$ cat src/rtl/op_dec_master.sv
// op_dec_master: initiator end of the 2-to-4 operation-decoder interface.
//
// Arbitrates among four requesters, drives the winning index onto DEC with
// ENABLE and latched operands A/B, waits SETTLE cycles, captures the selected
// decoder result and hands it out through a RESULT/RES_VALID/RES_READY
// handshake.
//
// Ports:
//   CLK        rising-edge clock
//   RST        synchronous active-high reset
//   REQ[3:0]   request vector, bit i requests operation i
//   IN_A/IN_B  operands, sampled on grant
//   GNT[3:0]   one-hot grant, single-cycle pulse in the first ISSUE cycle
//   A/B        latched operands to the decoder
//   DEC[1:0]   encoded operation select
//   ENABLE     decoder enable
//   OP0..OP3   decoder results
//   RESULT     captured result
//   RES_IDX    index of the captured operation
//   RES_VALID  result valid
//   RES_READY  result consumer ready
//
// Build option:
//   ROUND_ROBIN_EN  defined: round-robin arbitration with a rotating pointer.
//                   undefined: fixed priority, lowest set REQ bit wins.

module op_dec_master #(
    parameter int unsigned W_OPD  = 4,
    parameter int unsigned W_RES  = 8,
    parameter int unsigned SETTLE = 1
) (
    input  logic             CLK,
    input  logic             RST,
    input  logic [3:0]       REQ,
    input  logic [W_OPD-1:0] IN_A,
    input  logic [W_OPD-1:0] IN_B,
    output logic [3:0]       GNT,
    output logic [W_OPD-1:0] A,
    output logic [W_OPD-1:0] B,
    output logic [1:0]       DEC,
    output logic             ENABLE,
    input  logic [W_RES-1:0] OP0,
    input  logic [W_RES-1:0] OP1,
    input  logic [W_RES-1:0] OP2,
    input  logic [W_RES-1:0] OP3,
    output logic [W_RES-1:0] RESULT,
    output logic [1:0]       RES_IDX,
    output logic             RES_VALID,
    input  logic             RES_READY
);

    typedef enum logic [1:0] {StIdle, StIssue, StDone} state_e;

    localparam logic [3:0] CNT_INIT = 4'(SETTLE - 1);

    state_e           state;
    logic [3:0]       cnt;
    logic [1:0]       idx_sel;
    logic [W_RES-1:0] op_sel;

`ifdef ROUND_ROBIN_EN
    logic [1:0] ptr;
    logic [1:0] cand;

    // Scan from the farthest offset down so the first set bit at or after
    // ptr (wrapping 3->0) is the last assignment and wins.
    always_comb begin
        idx_sel = '0;
        cand    = '0;
        for (int off = 3; off >= 0; off--) begin
            cand = ptr + 2'(off);
            if (REQ[cand]) begin
                idx_sel = cand;
            end
        end
    end
`else
    // Scan high to low so the lowest set bit is the last assignment and wins.
    always_comb begin
        idx_sel = '0;
        for (int i = 3; i >= 0; i--) begin
            if (REQ[i]) begin
                idx_sel = 2'(i);
            end
        end
    end
`endif

    // DEC is stable throughout ISSUE, so it selects the result to capture.
    always_comb begin
        op_sel = OP0;
        unique case (DEC)
            2'd0: op_sel = OP0;
            2'd1: op_sel = OP1;
            2'd2: op_sel = OP2;
            2'd3: op_sel = OP3;
        endcase
    end

    always_ff @(posedge CLK) begin
        if (RST) begin
            state     <= StIdle;
            cnt       <= '0;
            GNT       <= '0;
            A         <= '0;
            B         <= '0;
            DEC       <= '0;
            ENABLE    <= 1'b0;
            RESULT    <= '0;
            RES_IDX   <= '0;
            RES_VALID <= 1'b0;
`ifdef ROUND_ROBIN_EN
            ptr       <= '0;
`endif
        end else begin
            case (state)
                StIdle: begin
                    GNT    <= '0;
                    ENABLE <= 1'b0;
                    if (|REQ) begin
                        A       <= IN_A;
                        B       <= IN_B;
                        DEC     <= idx_sel;
                        RES_IDX <= idx_sel;
                        GNT     <= 4'b0001 << idx_sel;
                        ENABLE  <= 1'b1;
                        cnt     <= CNT_INIT;
                        state   <= StIssue;
`ifdef ROUND_ROBIN_EN
                        ptr     <= idx_sel + 2'd1;
`endif
                    end
                end
                StIssue: begin
                    GNT <= '0;
                    if (cnt == 4'd0) begin
                        RESULT    <= op_sel;
                        ENABLE    <= 1'b0;
                        RES_VALID <= 1'b1;
                        state     <= StDone;
                    end else begin
                        cnt <= cnt - 4'd1;
                    end
                end
                StDone: begin
                    if (RES_READY) begin
                        RES_VALID <= 1'b0;
                        state     <= StIdle;
                    end
                end
                default: state <= StIdle;
            endcase
        end
    end

endmodule

$ cat config.mk
export PLATFORM = sky130hd
export DESIGN_NAME = op_dec_master
export DESIGN_NICKNAME = d
export VERILOG_FILES = /design/src/rtl/op_dec_master.sv
export SDC_FILE = /design/constraint.sdc
export NUM_CORES = 1
export LEC_CHECK = 0
export CAP_MARGIN = 20
export CORE_AREA = 2 2 67 63
export DETAILED_ROUTE_END_ITERATION = 16
export DIE_AREA = 0 0 69 65
export MAX_ROUTING_LAYER = met4
export PLACE_DENSITY = 0.77
export REMOVE_ABC_BUFFERS = 1
export SLEW_MARGIN = 10
export SYNTH_ARGS = -nofsm -noshare
export SYNTH_HDL_FRONTEND = slang
export SYNTH_SLANG_ARGS = --single-unit
$ cat constraint.sdc
create_clock -name CLK -period 2.2 [get_ports CLK]
set_input_delay 0.33 -clock CLK [delete_from_list [all_inputs] [get_ports CLK]]
set_output_delay 0.33 -clock CLK [all_outputs]
set_load 0.03 [all_outputs]
==> impl_metrics.toml, run 1 <==
[critical_path]
cpPeakStageDelay_ns = 0.72
crit_chain = "clkdlybuf4s50_1"
critPathRequiredTime_ns = 1.87
cp_slowest_cell = "clkdlybuf4s50_1"
cp-end-kind = "output port"
arrival_ns = 1.42
cp-start-kind = "flop"
critPathTopFamily = "buffers and inverters"
path_buf_inv = 1
cp_max_fo = 5
worstSetupPathType = "flop to output port"

[global_routing]
grt_max_degree = 17
grt-ovfl-total = 0
grt_pass1_wl_um = 6670
grt_pass1_vias = 1369
grt_usage = 0.193
antenna_found_initial = 0

[route]
dr_total_vias = 1484
firstDrtPassIters = 4
detail-route-antenna-nets = 0
drc = 0
wire_per_inst_um = 14.5
wl_met2_um = 1990
routed_wl_um = 4020
detail_route.vias_per_cell = 5.36
met3_length_um = 199
dr.first_iter.drc_count = 132
met1_length_um = 1770
highest_layer = "met4"

[finish]
nNetsFinal = 278
layout-drive-gt1-share = 0.118
fin_util = 0.604
synthToLayoutAreaGrowth_pct = 61.9
diodes = 0

[yosys]
synth_edf_count = 0
synth_top_cell_by_area = "dfxtp_1"
yosys.cell_types.count = 31
async_reset_ff_frac = 0
ys_top_cells_by_count = "dfxtp_1, a21oi_1, o21ai_0, nand3_1, clkbuf_1"
syn-mean-instance-area_um2 = 9.15
synth.ff_latch_count = 30
netlist_area_um2 = 1440
yosys_warnings = 0
syn-instance-count = 157
synth-seq-area-share = 0.418
synth_flop_cell = "dfxtp_1"
synth_area_leaders = "dfxtp_1, mux4_2, a21oi_1, o21ai_0, nand3_1"
synthDominantCellAreaShare = 0.418
yosysMostFrequentCell = "dfxtp_1"

[die]
die_y_um = 65
start_util = 0.373
coreArea_um2 = 3850
die_w_um = 69
boundaryPins = 73
std_cell_rows = 22
die_area_um2 = 4490

[run_status]
status = "complete, no violations"

[timing]
final.setup_skew_ns = 0.00618
fin_crit_ns = 1.75
finalMaxSlewViolations = 0
fmaxAchievable_ghz = 0.571
setup_viol = 0
tns_ns = 0
rsz0062_at_grt = "no"
tightest_slew_ns = 0.431
finalHoldViolCount = 0
post-route-period-util = 0.796
relSlewSlack = 0.710

[cts]
cts_hold_buf = 0
cts.repair.resized = 0
cts_setup_buffers = 0
path_clk_slew_ns = 0.06
cts_sinks = 30
cts_buffer_depth = 2
cts_tree = "yes"
cts_htree_levels = 2
cts_root_buffer = "clkbuf_8"
clk_latency_ns = 0.28
cts_inserted_buffers = 5

[placement]
hpwl_um = 3070
numPortBuffers = 72
gp_congestion = 0.847

[power_and_ir_drop]
vdd_drop_max_uv = 480
leakagePower_nw = 0.816
power_density_nw_per_um2 = 695

[worst_hold_path]
hold_class = "flop to flop"

[flow_run]
cap_violations = 0
routing by layer:
metal  track usage  vias to the layer above
met4        0.0686                        0
met3        0.0529                        7
met5             -                        -
met1         0.248                      701
li1              -                      725
met2         0.296                       51
sequential cells by signal, summed over array words and instances, names as in the netlist:
signal,cells
A,4
B,4
ENABLE,1
GNT,4
RESULT,8
RES_IDX,2
RES_VALID,1
cnt,4
state,2
stage by stage:
stage               instance area [um2]  cells  hold slack (ns)  power, mW  worst slack, ns
floorplan                          1370    141            0.399      0.839            0.388
global placement                   2210    270            0.461       1.06            0.359
detailed placement                 2210    270            0.466       1.07            0.326
CTS                                2330    277            0.474       1.63            0.418
global route                       2330    277            0.489       1.70            0.368
finish                             2330    277            0.473       1.62            0.449
cells in the final DEF (no fill, tap or decap), drive strengths merged, types with 2 or more instances in the layout:
cell type      netlist  final
nor2                 5      5
nand2                4      4
dfxtp               30     30
or4                  2      2
a21boi               2      2
ha                   2      2
o21ai               20     20
mux4                 8      8
o221ai               2      2
or3b                 2      2
nand3               17     17
inv                  3      3
a21oi               25     25
o211ai               2      2
clkdlybuf4s50        0     72
nor4                 2      2
nor2b                3      3
clkbuf              10      6
a22oi                3      3
buf                  6      9
area by class of cell:
| type | instances | area (um2) |
|---|---|---|
| Fill cell | 354 | 1530 |
| Timing Repair Buffer | 81 | 788 |
| Multi-Input combinational cell | 108 | 753 |
| Sequential cell | 30 | 601 |
| Clock buffer | 6 | 82.6 |
| Tap cell | 48 | 60.1 |
| Clock inverter | 1 | 30.0 |
| Inverter | 3 | 11.3 |
kinds of logic (layout without fill, tap and decap cells):
kind of cell / Yosys count / after routing / synth area share
AOI/OAI and AO/OA: 56 / 56 / 0.217
and+or+nand+nor: 42 / 42 / 0.165
DFF: 30 / 30 / 0.418
buffers and inverters: 19 / 91 / 0.0575
muxes: 8 / 8 / 0.125
adders and majority gates: 2 / 2 / 0.0174
path summary, 6_finish.rpt:
path                                  from  depth (start not counted)  slack [ns]    endpoint
worst max-delay path            RES_IDX[0]                          1        0.45  RES_IDX[0]
worst min-delay path             RESULT[0]                          2        0.47   RESULT[0]
worst max register to register    state[1]                          3        0.59      cnt[3]
worst min register to register   RESULT[0]                          2        0.47   RESULT[0]
where the power goes:
group | switching (mW) | internal [mW] | total [mW]
combinational | 0.216 | 0.222 | 0.438
sequential | 0.0312 | 0.588 | 0.619
clock | 0.197 | 0.362 | 0.559
total | 0.444 | 1.17 | 1.62
Note: power is estimated with default switching activity, not from simulation.
==> run 2, diff against run 1 <==
clock period = 1.75 ns   (was 2.2 ns; I/O delays follow)
==> run 2 against run 1 <==
Compared with the run above: register-to-register slack got worse by 0.44 ns; critical path depth grew 4; worst setup slack lost 0.30 ns; combinational power rose by 30%; clock-buffer cell count is 1 lower; via count down 0.40%; sequential power increased by 25%; first-iteration DRC count is 24% lower; hold slack barely moved; die area did not move; core utilization increased by 0.55 points; routed wire length shrank 0.80%; largest power group unchanged; highest routed layer unchanged.
==> impl_metrics.toml, run 2 (same netlist as run 1, synthesis figures left out) <==
[run_status]
status = "complete, no violations"

[route]
detail-route-antenna-nets = 0
wire_per_inst_um = 14.1
drc = 0
dr_total_vias = 1478
routed_wl_um = 3990
dr.first_iter.drc_count = 100
detail_route.vias_per_cell = 5.22
firstDrtPassIters = 5

[finish]
diodes = 0
synthToLayoutAreaGrowth_pct = 63.4
nNetsFinal = 284
layout-drive-gt1-share = 0.140
fin_cells = 283
mostFrequentLayoutCells = "clkdlybuf4s50_1, dfxtp_1, a21oi_1"
design_area_um2 = 2350
top_register = "RESULT"
largest_reg_flops = 8
layout_commonest_cell = "clkdlybuf4s50_1"

[timing]
finalMaxSlewViolations = 0
relSlewSlack = 0.745
fin_crit_ns = 1.60
final.setup_skew_ns = 0.00396
tightest_slew_ns = 0.383
setup_viol = 0
rsz0062_at_grt = "no"
fmaxAchievable_ghz = 0.625
post-route-period-util = 0.914
finalHoldViolCount = 0

[cts]
cts_tree = "yes"
cts_setup_buffers = 0
cts.repair.resized = 2
cts_htree_levels = 2
cts_inserted_buffers = 5
cts_hold_buf = 0
cts_sinks = 30
cts_buffer_depth = 2
cts_root_buffer = "clkbuf_8"
path_clk_slew_ns = 0.06
clk_latency_ns = 0.27

[flow_run]
cap_violations = 0

[placement]
placed_area_um2 = 2270
hpwl_um = 3030
gp_congestion = 0.794
numPortBuffers = 72
dp.cells = 276

[die]
die_y_um = 65
std_cell_rows = 22
boundaryPins = 73
coreArea_um2 = 3850
die_area_um2 = 4490
die_w_um = 69
start_util = 0.373

[global_routing]
grt_max_degree = 18
grt_pass1_wl_um = 6510
antenna_found_initial = 0
grt_usage = 0.185
grt-ovfl-total = 0
grt_pass1_vias = 1396

[power_and_ir_drop]
p_int_mw = 1.30
power_switching_share = 0.299
combPwrFrac = 0.308
seq_power_share = 0.417
vdd_drop_max_uv = 458
leakagePower_nw = 0.844
power_density_nw_per_um2 = 787
power_switching_uw = 552
p_clk_frac = 0.274

[critical_path]
worstSetupPathType = "flop to flop"
cp-start-kind = "flop"
arrival_ns = 1.76
cp-end-kind = "flop"
r2r_slack_ns = 0.15
cp_max_fo = 11
critPathRequiredTime_ns = 1.91

[worst_hold_path]
hold_class = "flop to flop"
## run 2: cell count changes in the layout (fill, tap and decap cells not counted), sizes merged
| cell | previous run | this run |
|---|---|---|
| buf | 9 | 15 |
| bufinv | 1 | 0 |
| clkbuf | 6 | 5 |
| clkdlybuf4s50 | 72 | 70 |
| clkinv | 0 | 2 |
| dlygate4sd2 | 0 | 2 |
## run 2: power groups by stage
stage          clock network [mW]  logic, mW  registers [mW]
3_5_place_dp                    0      0.570           0.787
6_report                    0.507      0.570           0.772
5_1_grt                     0.550      0.612           0.778
2_1_floorplan                   0      0.156           0.899
4_1_cts                     0.523      0.571           0.772
3_3_place_gp                    0      0.565           0.786
## run 2: cell type report
cell class / instances / area (um2)
Fill cell: 346 / 1510
Inverter: 3 / 11.3
Timing Repair Buffer: 87 / 843
Clock inverter: 2 / 10.0
Tap cell: 48 / 60.1
Multi-Input combinational cell: 108 / 753
Clock buffer: 5 / 68.8
Sequential cell: 30 / 601
## run 2: final timing paths
| kind | start | to | cells past startpoint |
|---|---|---|---|
| max | cnt[0] | ENABLE | 5 |
| min | RESULT[0] | RESULT[0] | 2 |
| max reg2reg | cnt[0] | ENABLE | 5 |
| min reg2reg | RESULT[0] | RESULT[0] | 2 |
## run 2: stage by stage
step / utilization / setup slack, ns / power (mW) / hold slack (ns) / setup TNS, ns
6_report: 0.609 / 0.150 / 1.85 / 0.473 / 0
5_1_grt: 0.609 / 0.0292 / 1.94 / 0.493 / 0
4_1_cts: 0.609 / 0.164 / 1.87 / 0.474 / 0
3_5_place_dp: 0.589 / 0.0349 / 1.36 / 0.466 / 0
3_3_place_gp: 0.589 / 0.0470 / 1.35 / 0.461 / 0
2_1_floorplan: - / -0.0622 / 1.06 / 0.332 / -0.498
## run 2: critical path, stage by stage, from the launching register on
cell and delay (ns):
dfxtp_1 0.32, inv_1 0.10, ha_1 0.20, or3b_2 0.57, o211ai_1 0.21, a21oi_1 0.09
## run 2: metal layers
metal	GRT usage	part of all wire	routed length, um	vias up
met5	-	0	0	-
met3	0.0435	0.036	143	6
met1	0.231	0.46	1830	699
met4	0.0564	0.012	46	0
met2	0.302	0.49	1980	34
li1	-	-	-	739
==> run 3, diff against run 2 <==
MAX_ROUTING_LAYER = not set   (was met4)
==> run 3 against run 2 <==
Compared with the run above: global-route usage shrank 0.50 points; core utilization unchanged; hold slack worse by 0.0013 ns; largest cell class unchanged.
==> impl_metrics.toml, run 3 (same netlist as run 1, synthesis figures left out) <==
[placement]
pre_cts_ws_ns = 0.0349
placed_area_um2 = 2270
numPortBuffers = 72
gp_congestion = 0.783
hpwl_um = 3030

[global_routing]
grt_usage = 0.180
grt_max_degree = 18
grt-ovfl-total = 0
grt_pass1_wl_um = 6530
grt_pass1_vias = 1389
antenna_found_initial = 0

[worst_hold_path]
worstHoldStart = "RESULT[4]"
hold_class = "flop to flop"

[critical_path]
startpoint = "cnt[0]"
cp_max_fo = 11
rr_startpoint = "cnt[0]"
cp-start-kind = "flop"
crit_chain = "inv_1, ha_1, or3b_2, o211ai_1, a21oi_1"
arrival_ns = 1.76
path_buf_inv = 1
critPathTopFamily = "simple AND/OR/NAND/NOR gates"
cp_slowest_cell = "or3b_2"
worstSetupPathType = "flop to flop"
cpPeakStageDelay_ns = 0.58
critPathRequiredTime_ns = 1.91
cp-end-kind = "flop"
r2r_slack_ns = 0.16

[timing]
final.setup_skew_ns = 0.00451
tns_ns = 0
finalHoldViolCount = 0
fin_crit_ns = 1.59
setup_slack_ns = 0.156
fmaxAchievable_ghz = 0.627
finalMaxSlewViolations = 0
setup_viol = 0
post-route-period-util = 0.911
rsz0062_at_grt = "no"
relSlewSlack = 0.744
tightest_slew_ns = 0.384

[power_and_ir_drop]
power_switching_uw = 549
leakagePower_nw = 0.844
combPwrFrac = 0.308
power_switching_share = 0.298
total_power_mw = 1.85
seq_power_share = 0.418
vdd_drop_max_uv = 455
power_density_nw_per_um2 = 786
p_int_mw = 1.30
p_clk_frac = 0.274

[cts]
cts.repair.resized = 2
cts_htree_levels = 2
cts_sinks = 30
cts_root_buffer = "clkbuf_8"
path_clk_slew_ns = 0.06
cts_buffer_depth = 2
cts_hold_buf = 0
cts_tree = "yes"
cts_setup_buffers = 0
cts_inserted_buffers = 5
clk_latency_ns = 0.27

[finish]
layout_commonest_cell = "clkdlybuf4s50_1"
nNetsFinal = 284
synthToLayoutAreaGrowth_pct = 63.4
layout-drive-gt1-share = 0.140
top_register = "RESULT"
design_area_um2 = 2350
mostFrequentLayoutCells = "clkdlybuf4s50_1, dfxtp_1, a21oi_1"
largest_reg_flops = 8
diodes = 0

[route]
drc = 0
firstDrtPassIters = 4
dr_total_vias = 1481
detail_route.vias_per_cell = 5.23
detail-route-antenna-nets = 0
routed_wl_um = 3950
wire_per_inst_um = 14.0
dr.first_iter.drc_count = 100

[run_status]
status = "complete, no violations"

[die]
coreArea_um2 = 3850
die_area_um2 = 4490
die_w_um = 69
die_y_um = 65
boundaryPins = 73
std_cell_rows = 22
start_util = 0.373

[flow_run]
cap_violations = 0
run 3: layout make-up:
type / instances / area (um2)
tap: 48 / 60.1
clock buffer: 5 / 68.8
timing repair buffer: 87 / 843
multi-input combinational: 108 / 753
inverter: 3 / 11.3
fill: 346 / 1510
sequential: 30 / 601
clock inverter: 2 / 10.0
run 3: final timing paths:
| kind | to | cells after the start |
|---|---|---|
| max | ENABLE | 5 |
| min | RESULT[4] | 2 |
| max reg2reg | ENABLE | 5 |
| min reg2reg | RESULT[4] | 2 |
run 3: layer usage:
metal  vias up  global-route usage  wire length (um)
li1        739                   -                 -
met5         -                   0                 0
met3         6              0.0435               193
met1       695               0.234              1770
met4         0              0.0564                46
met2        41               0.298              1950
run 3: power by group through the flow:
stage	clock (mW)	combinational (mW)	sequential, mW
after floorplan	0	0.156	0.899
after global routing	0.550	0.612	0.778
final	0.505	0.569	0.771
after global placement	0	0.565	0.786
after CTS	0.523	0.571	0.772
after detailed placement	0	0.570	0.787
run 3: worst min-delay path, delay by kind of cell (launching register included):
kind	cells	cell delay (ns)
AO/OA/AOI/OAI	2	0.12
flip-flops	1	0.30
run 3: through the flow:
step	util	hold slack, ns	cells
detailed placement	0.589	0.466	276
finish	0.609	0.472	283
CTS	0.609	0.474	283
global route	0.609	0.493	283
floorplan	-	0.332	141
global placement	0.589	0.461	276
